==> src/rtl/cpu_pkg.sv <==
// Shared CPU definitions: datapath width, reset vector, canonical NOP, fetch entry layout.
// Latency: n/a (types and constants only).
// Backpressure: n/a.
package cpu_pkg;

  localparam int XLEN = 32;

  // PC fetched first after reset; must be word aligned.
  localparam logic [XLEN-1:0] DEFAULT_RESET_PC = 32'h0000_0000;

  // addi x0, x0, 0 -- decode substitutes this when it kills a slot.
  localparam logic [XLEN-1:0] INSTR_NOP = 32'h0000_0013;

  // One fetched instruction together with the address it came from.
  typedef struct packed {
    logic [XLEN-1:0] pc;
    logic [XLEN-1:0] instr;
  } fetch_entry_t;

endpackage

==> src/rtl/ifu_fifo.sv <==
// Small circular buffer holding fetched {pc, instr} entries between the BRAM and decode.
// Latency: a pushed entry is visible at head the cycle after the push edge; no fall-through.
// Backpressure: none internally; the caller reserves space before pushing. flush overrides push/pop.
// Ports: push/push_dat write at tail, pop advances head, flush empties, count = occupancy, head = oldest entry.
module ifu_fifo #(
  parameter int DEPTH = 2,
  parameter int W     = 64,
  localparam int CW   = $clog2(DEPTH + 1),
  localparam int PW   = (DEPTH > 1) ? $clog2(DEPTH) : 1
) (
  input  logic          clk,
  input  logic          rst_n,
  input  logic          push,
  input  logic [W-1:0]  push_dat,
  input  logic          pop,
  input  logic          flush,
  output logic [CW-1:0] count,
  output logic [W-1:0]  head
);

  logic [W-1:0]  mem_q [DEPTH];
  logic [W-1:0]  mem_d [DEPTH];
  logic [PW-1:0] rd_q, rd_d;
  logic [PW-1:0] wr_q, wr_d;
  logic [CW-1:0] count_q, count_d;

  // Pointers wrap at DEPTH so non power-of-two depths also work.
  function automatic logic [PW-1:0] ptr_inc(input logic [PW-1:0] p);
    return (p == PW'(DEPTH - 1)) ? '0 : p + PW'(1);
  endfunction

  always_comb begin
    mem_d   = mem_q;
    rd_d    = rd_q;
    wr_d    = wr_q;
    count_d = count_q;
    if (flush) begin
      rd_d    = '0;
      wr_d    = '0;
      count_d = '0;
    end else begin
      if (push) begin
        mem_d[wr_q] = push_dat;
        wr_d        = ptr_inc(wr_q);
      end
      if (pop) begin
        rd_d = ptr_inc(rd_q);
      end
      // Simultaneous push and pop on a full buffer leaves count unchanged.
      count_d = count_q + CW'(push) - CW'(pop);
    end
  end

  always_ff @(posedge clk or negedge rst_n) begin
    if (!rst_n) begin
      mem_q   <= '{default: '0};
      rd_q    <= '0;
      wr_q    <= '0;
      count_q <= '0;
    end else begin
      mem_q   <= mem_d;
      rd_q    <= rd_d;
      wr_q    <= wr_d;
      count_q <= count_d;
    end
  end

  assign count = count_q;
  assign head  = mem_q[rd_q];

endmodule

==> src/rtl/instr_fetch_unit.sv <==
// Fetch stage: owns the PC, addresses BRAM port a, and hands {pc, instr} to decode.
// Latency: address issued in cycle T appears on if_* in cycle T+2; 1 instr/cycle sustained.
// Backpressure: if_ready low stalls issue once buffered + in-flight entries reach FIFO_DEPTH.
// Ports: addra/douta = BRAM port a; redirect_valid/redirect_pc = flush + new PC;
//        if_valid/if_ready/if_pc/if_instr = decode handshake; fetch_count = completed handshakes.
module instr_fetch_unit
  import cpu_pkg::*;
#(
  parameter logic [XLEN-1:0] RESET_PC   = DEFAULT_RESET_PC,
  parameter int              FIFO_DEPTH = 2
) (
  input  logic            clk,
  input  logic            rst_n,
  output logic [XLEN-3:0] addra,
  input  logic [XLEN-1:0] douta,
  input  logic            redirect_valid,
  input  logic [XLEN-1:0] redirect_pc,
  output logic            if_valid,
  input  logic            if_ready,
  output logic [XLEN-1:0] if_pc,
  output logic [XLEN-1:0] if_instr,
  output logic [XLEN-1:0] fetch_count
);

  localparam int CW = $clog2(FIFO_DEPTH + 1);

  // PCs are kept as word addresses; the low two bits are always zero.
  logic [XLEN-3:0] pc_q, pc_d;
  logic [XLEN-3:0] inflight_pc_q, inflight_pc_d;
  logic            inflight_q, inflight_d;
  logic [XLEN-1:0] fetch_count_q, fetch_count_d;

  logic [CW-1:0]   fifo_count;
  fetch_entry_t    fifo_head;
  fetch_entry_t    fifo_push_dat;
  logic            fifo_push;
  logic            deq;
  logic            issue;
  logic [CW:0]     occupancy;
  logic            unused_redirect_lo;

  assign unused_redirect_lo = ^redirect_pc[1:0];

  // Redirect target goes straight to the BRAM so a redirect costs no address cycle.
  assign addra    = redirect_valid ? redirect_pc[XLEN-1:2] : pc_q;
  assign if_valid = (fifo_count != '0) & ~redirect_valid;
  assign deq      = if_valid & if_ready;

  // Space accounting includes the read already in flight, so a return never
  // lands on a full buffer.
  assign occupancy = {1'b0, fifo_count} + (CW+1)'(inflight_q) - (CW+1)'(deq);
  assign issue     = redirect_valid | (occupancy < (CW+1)'(FIFO_DEPTH));

  // A return landing in the redirect cycle belongs to the old stream: drop it.
  assign fifo_push     = inflight_q & ~redirect_valid;
  assign fifo_push_dat = {inflight_pc_q, 2'b00, douta};

  always_comb begin
    pc_d          = pc_q;
    inflight_d    = issue;
    inflight_pc_d = inflight_pc_q;
    if (issue) begin
      pc_d          = addra + (XLEN-2)'(1);
      inflight_pc_d = addra;
    end
    fetch_count_d = fetch_count_q + XLEN'(deq);
  end

  always_ff @(posedge clk or negedge rst_n) begin
    if (!rst_n) begin
      pc_q          <= RESET_PC[XLEN-1:2];
      inflight_q    <= 1'b0;
      inflight_pc_q <= '0;
      fetch_count_q <= '0;
    end else begin
      pc_q          <= pc_d;
      inflight_q    <= inflight_d;
      inflight_pc_q <= inflight_pc_d;
      fetch_count_q <= fetch_count_d;
    end
  end

  ifu_fifo #(
    .DEPTH (FIFO_DEPTH),
    .W     (2 * XLEN)
  ) u_fifo (
    .clk      (clk),
    .rst_n    (rst_n),
    .push     (fifo_push),
    .push_dat (fifo_push_dat),
    .pop      (deq),
    .flush    (redirect_valid),
    .count    (fifo_count),
    .head     (fifo_head)
  );

  assign if_pc       = fifo_head.pc;
  assign if_instr    = fifo_head.instr;
  assign fetch_count = fetch_count_q;

endmodule

==> config.mk <==
export PLATFORM = sky130hd
export DESIGN_NAME = instr_fetch_unit
export DESIGN_NICKNAME = d
export VERILOG_FILES = /design/src/rtl/cpu_pkg.sv /design/src/rtl/ifu_fifo.sv /design/src/rtl/instr_fetch_unit.sv
export SDC_FILE = /design/constraint.sdc
export NUM_CORES = 1
export LEC_CHECK = 0
export ABC_AREA = 0
export CORE_ASPECT_RATIO = 0.6
export CORE_UTILIZATION = 35
export DETAILED_ROUTE_END_ITERATION = 10
export PLACE_DENSITY_LB_ADDON = 0.05
export SLEW_MARGIN = 0
export SYNTH_ARGS = -nofsm -noshare
export SYNTH_HDL_FRONTEND = slang
export SYNTH_SLANG_ARGS = --single-unit
==> constraint.sdc <==
create_clock -name clk -period 3.21 [get_ports clk]
set_clock_uncertainty 0.05 [all_clocks]
set_input_delay 0.642 -clock clk [delete_from_list [all_inputs] [get_ports clk]]
set_output_delay 0.642 -clock clk [all_outputs]
set_load 0.02 [all_outputs]
==> impl_metrics.ini <==
[yosys]
synth-edff-count = 0
ys_types = 59
synthMuxAreaShare = 0.230
synth_area_sq_um = 10400
avgSynthCellArea_sq_um = 12.2
ys_async_sr_fraction = 1.00
yosysWarnings = 0
ys_ff_latch = 221
synth_simple_gate_area_frac = 0.103
synth_top_family_by_area = multiplexers
synthCells = 853
synth-compound-area-share = 0.0547
synth-xor-area-share = 0.0402
synthAdderAreaFrac = 0.00910
synth_flop_cell = dfrtp_1
ys_seq_area_frac = 0.529

[die]
dieWidth_microns = 225
start_util = 0.359
core_area_sq_um = 29100
die-area_sq_um = 30600
num_rows = 48
ioPinCount = 195
die_h_microns = 136

[clock_tree]
cts_sinks = 221
cts_tree = done
cts_max_level = 1
cts_made_buffers = 23
clk_pin_slew_ns = 0.07
max-clock-path-buffers = 3
clock_latency_ns = 0.52
root_buffer = clkbuf_16
holdBufCountCts = 0

[worst_setup_path]
endpoint = if_pc[11]
reg2reg_to = pc_q[28]$_DFFE_PN0P_
end_kind = primary output
cp_data_arrival_time_ns = 2.27
crit_start = u_fifo.rd_q$_DFFE_PN0P_
worstSetupPathType = flip-flop to primary output
crit_path_start_kind = flip-flop
rr_worst_depth = 12
cp_max_fo = 26
required_ns = 2.52
reg2reg_slack_ns = 0.47
timing.rr.start = u_fifo.count[1]$_DFF_PN0_

[global_route]
grt_overflow_total = 0
grt_pass1_wl_microns = 42000
grt_pass1_vias = 7274
grt_max_degree = 71
antenna_found_initial = 0
grt_util_all_layers = 0.175

[placement]
hpwl_microns = 18300
routabilityCongestion = 0.764
portBuffers = 190

[run_status]
status = finished clean

[pwr]
clock_power_share = 0.190
intPower_w = 0.00911
switchingPower_w = 0.00513
leakagePower_nw = 5.85
p_per_area_nw_per_um2 = 1020
comb_power_share = 0.470
peakVddDrop_v = 0.000415
seq_power_share = 0.339
p_sw_frac = 0.360

[hold_path]
min_path_type = input port to async pin

[sta]
worstMarginPinSlew_ns = 0.548
setup_viol = 0
layout_worst_path_cycle_share = 0.922
final.setup.tns_ns = 0
fin_hold_ws_ns = 0.0152
rsz0062_at_grt = false
hold_viol_final = 0
fin_crit_ns = 2.96
fmax_ghz = 0.338
slew_headroom = 0.632
drv_slew = 0

[final_layout]
layout_common_cells = dfrtp_1, mux2_2, clkdlybuf4s50_1
fillCellCount = 2718
fin_nets = 1153
antenna_cells = 0
syn_to_final_growth_pct = 33.6
final_common_cell = dfrtp_1
drive_above_1_share = 0.286

[route]
num_vias = 7138
antenna_left = 0
drt_pass1_iterations = 4
drt_iter0_markers = 313
drc = 0
routedWlPerCell_microns = 17.6
routed_wl_microns = 26300
viasPerCell = 4.78

[run]
cap_viol_max_count = 0
[metrics by stage]
step                total power [W]  utilization  setup WS, ns  instances  instance area, sq um
finish                       0.0142        0.480         0.250       1493                 14000
detailed placement           0.0116        0.453        0.0892       1450                 13200
CTS                          0.0144        0.479        0.0375       1490                 13900
global placement             0.0115        0.453        0.0949       1450                 13200
floorplan                   0.00883            -       0.00114        854                 10500
global route                 0.0152        0.480         0.171       1493                 14000
[cells by family (layout without fill, tap and decap cells)]
logic type               after synthesis  in the layout
AO/OA/AOI/OAI                         82             82
XOR/XNOR                              48             48
adder cells (fa/ha/maj)                7              7
buffers and inverters                 74            313
flip-flops                           221            221
multiplexers                         215            215
other                                  1              2
AND/OR/NAND/NOR                      205            205
[layer usage]
layer	routed length (microns)	GRT usage	vias up
li1	-	-	3457
met1	13500	0.268	3546
met2	11400	0.257	101
met3	928	0.0316	34
met4	444	0.0363	0
met5	0	0	-
[registers in the layout, summed over array words and instances, names as in the netlist]
| signal | flops |
|---|---|
| pc_q | 30 |
| fetch_count | 32 |
| u_fifo.count | 2 |
| inflight_pc_q | 30 |
| inflight_q | 1 |
| u_fifo.mem_q | 124 |
| u_fifo.rd_q | 1 |
| u_fifo.wr_q | 1 |
[worst min path at each step]
stage                                          endpoint  slack (ns)
after floorplan                fetch_count[0]$_DFF_PN0_        0.30
after CTS                 inflight_pc_q[28]$_DFFE_PN0P_        0.03
after global placement             pc_q[28]$_DFFE_PN0P_        0.42
after global routing      inflight_pc_q[28]$_DFFE_PN0P_        0.05
after detailed placement      fetch_count[31]$_DFF_PN0_        0.42
final                      u_fifo.mem_q[60]$_DFFE_PN0P_        0.02
[timing repair]
item,in CTS,in global routing
setup endpoints to repair,0,7
endpoints found under the hold margin,0,0
gates resized for setup,0,0
buffers inserted,0,3
[synth_stat cells, types with 2 or more instances]
cell type / number / share of area
mux2_2: 192 / 0.21
xor2_1: 7 / 0.0059
nand4b_4: 2 / 0.0046
o31a_1: 7 / 0.0059
a21oi_1: 40 / 0.019
nor4_1: 8 / 0.0048
nand3_2: 2 / 0.0019
nor2b_1: 5 / 0.0030
and2_1: 4 / 0.0024
o31ai_1: 10 / 0.0072
nand3_1: 23 / 0.011
buf_2: 13 / 0.0062
a21o_1: 3 / 0.0022
buf_4: 4 / 0.0029
nand2b_1: 2 / 0.0012
inv_1: 27 / 0.0097
nor2_1: 69 / 0.025
and3_1: 10 / 0.0060
buf_6: 3 / 0.0032
and4_1: 3 / 0.0025
nand4b_2: 2 / 0.0029
and3b_1: 2 / 0.0017
dfrtp_1: 221 / 0.53
ha_1: 6 / 0.0072
a31oi_1: 4 / 0.0024
nand2_1: 42 / 0.015
inv_2: 3 / 0.0011
mux2i_1: 21 / 0.020
xnor2_1: 41 / 0.034
nand4_1: 18 / 0.011
clkbuf_1: 22 / 0.0079
o21ai_0: 5 / 0.0024
o22ai_1: 2 / 0.0012
nand4_2: 3 / 0.0036
nor3_1: 3 / 0.0014
[worst max-delay path: stages (launching register included)]
cell	delay, ns
dfrtp_4	0.47
buf_12	0.14
buf_12	0.19
mux2_2	0.36
clkdlybuf4s50_1	0.57
[power by group through the flow]
stage          logic, W  registers, W  clock network [W]
3_3_place_gp    0.00663       0.00491                  0
2_1_floorplan   0.00418       0.00465                  0
3_5_place_dp    0.00668       0.00492                  0
4_1_cts         0.00672       0.00488            0.00281
5_1_grt         0.00726       0.00502            0.00292
6_report        0.00669       0.00483            0.00271
[final cells by class]
| class | count | area (sq um) | area share |
|---|---|---|---|
| inverter | 30 | 113 | 0.00807 |
| clock inverter | 11 | 124 | 0.00887 |
| tap | 400 | 500 | 0.0358 |
| sequential | 221 | 5530 | 0.396 |
| timing repair buffer | 243 | 2450 | 0.175 |
| multi-input combinational | 559 | 4610 | 0.330 |
| clock buffer | 29 | 628 | 0.0450 |
Note: power is estimated with default switching activity, not from simulation.
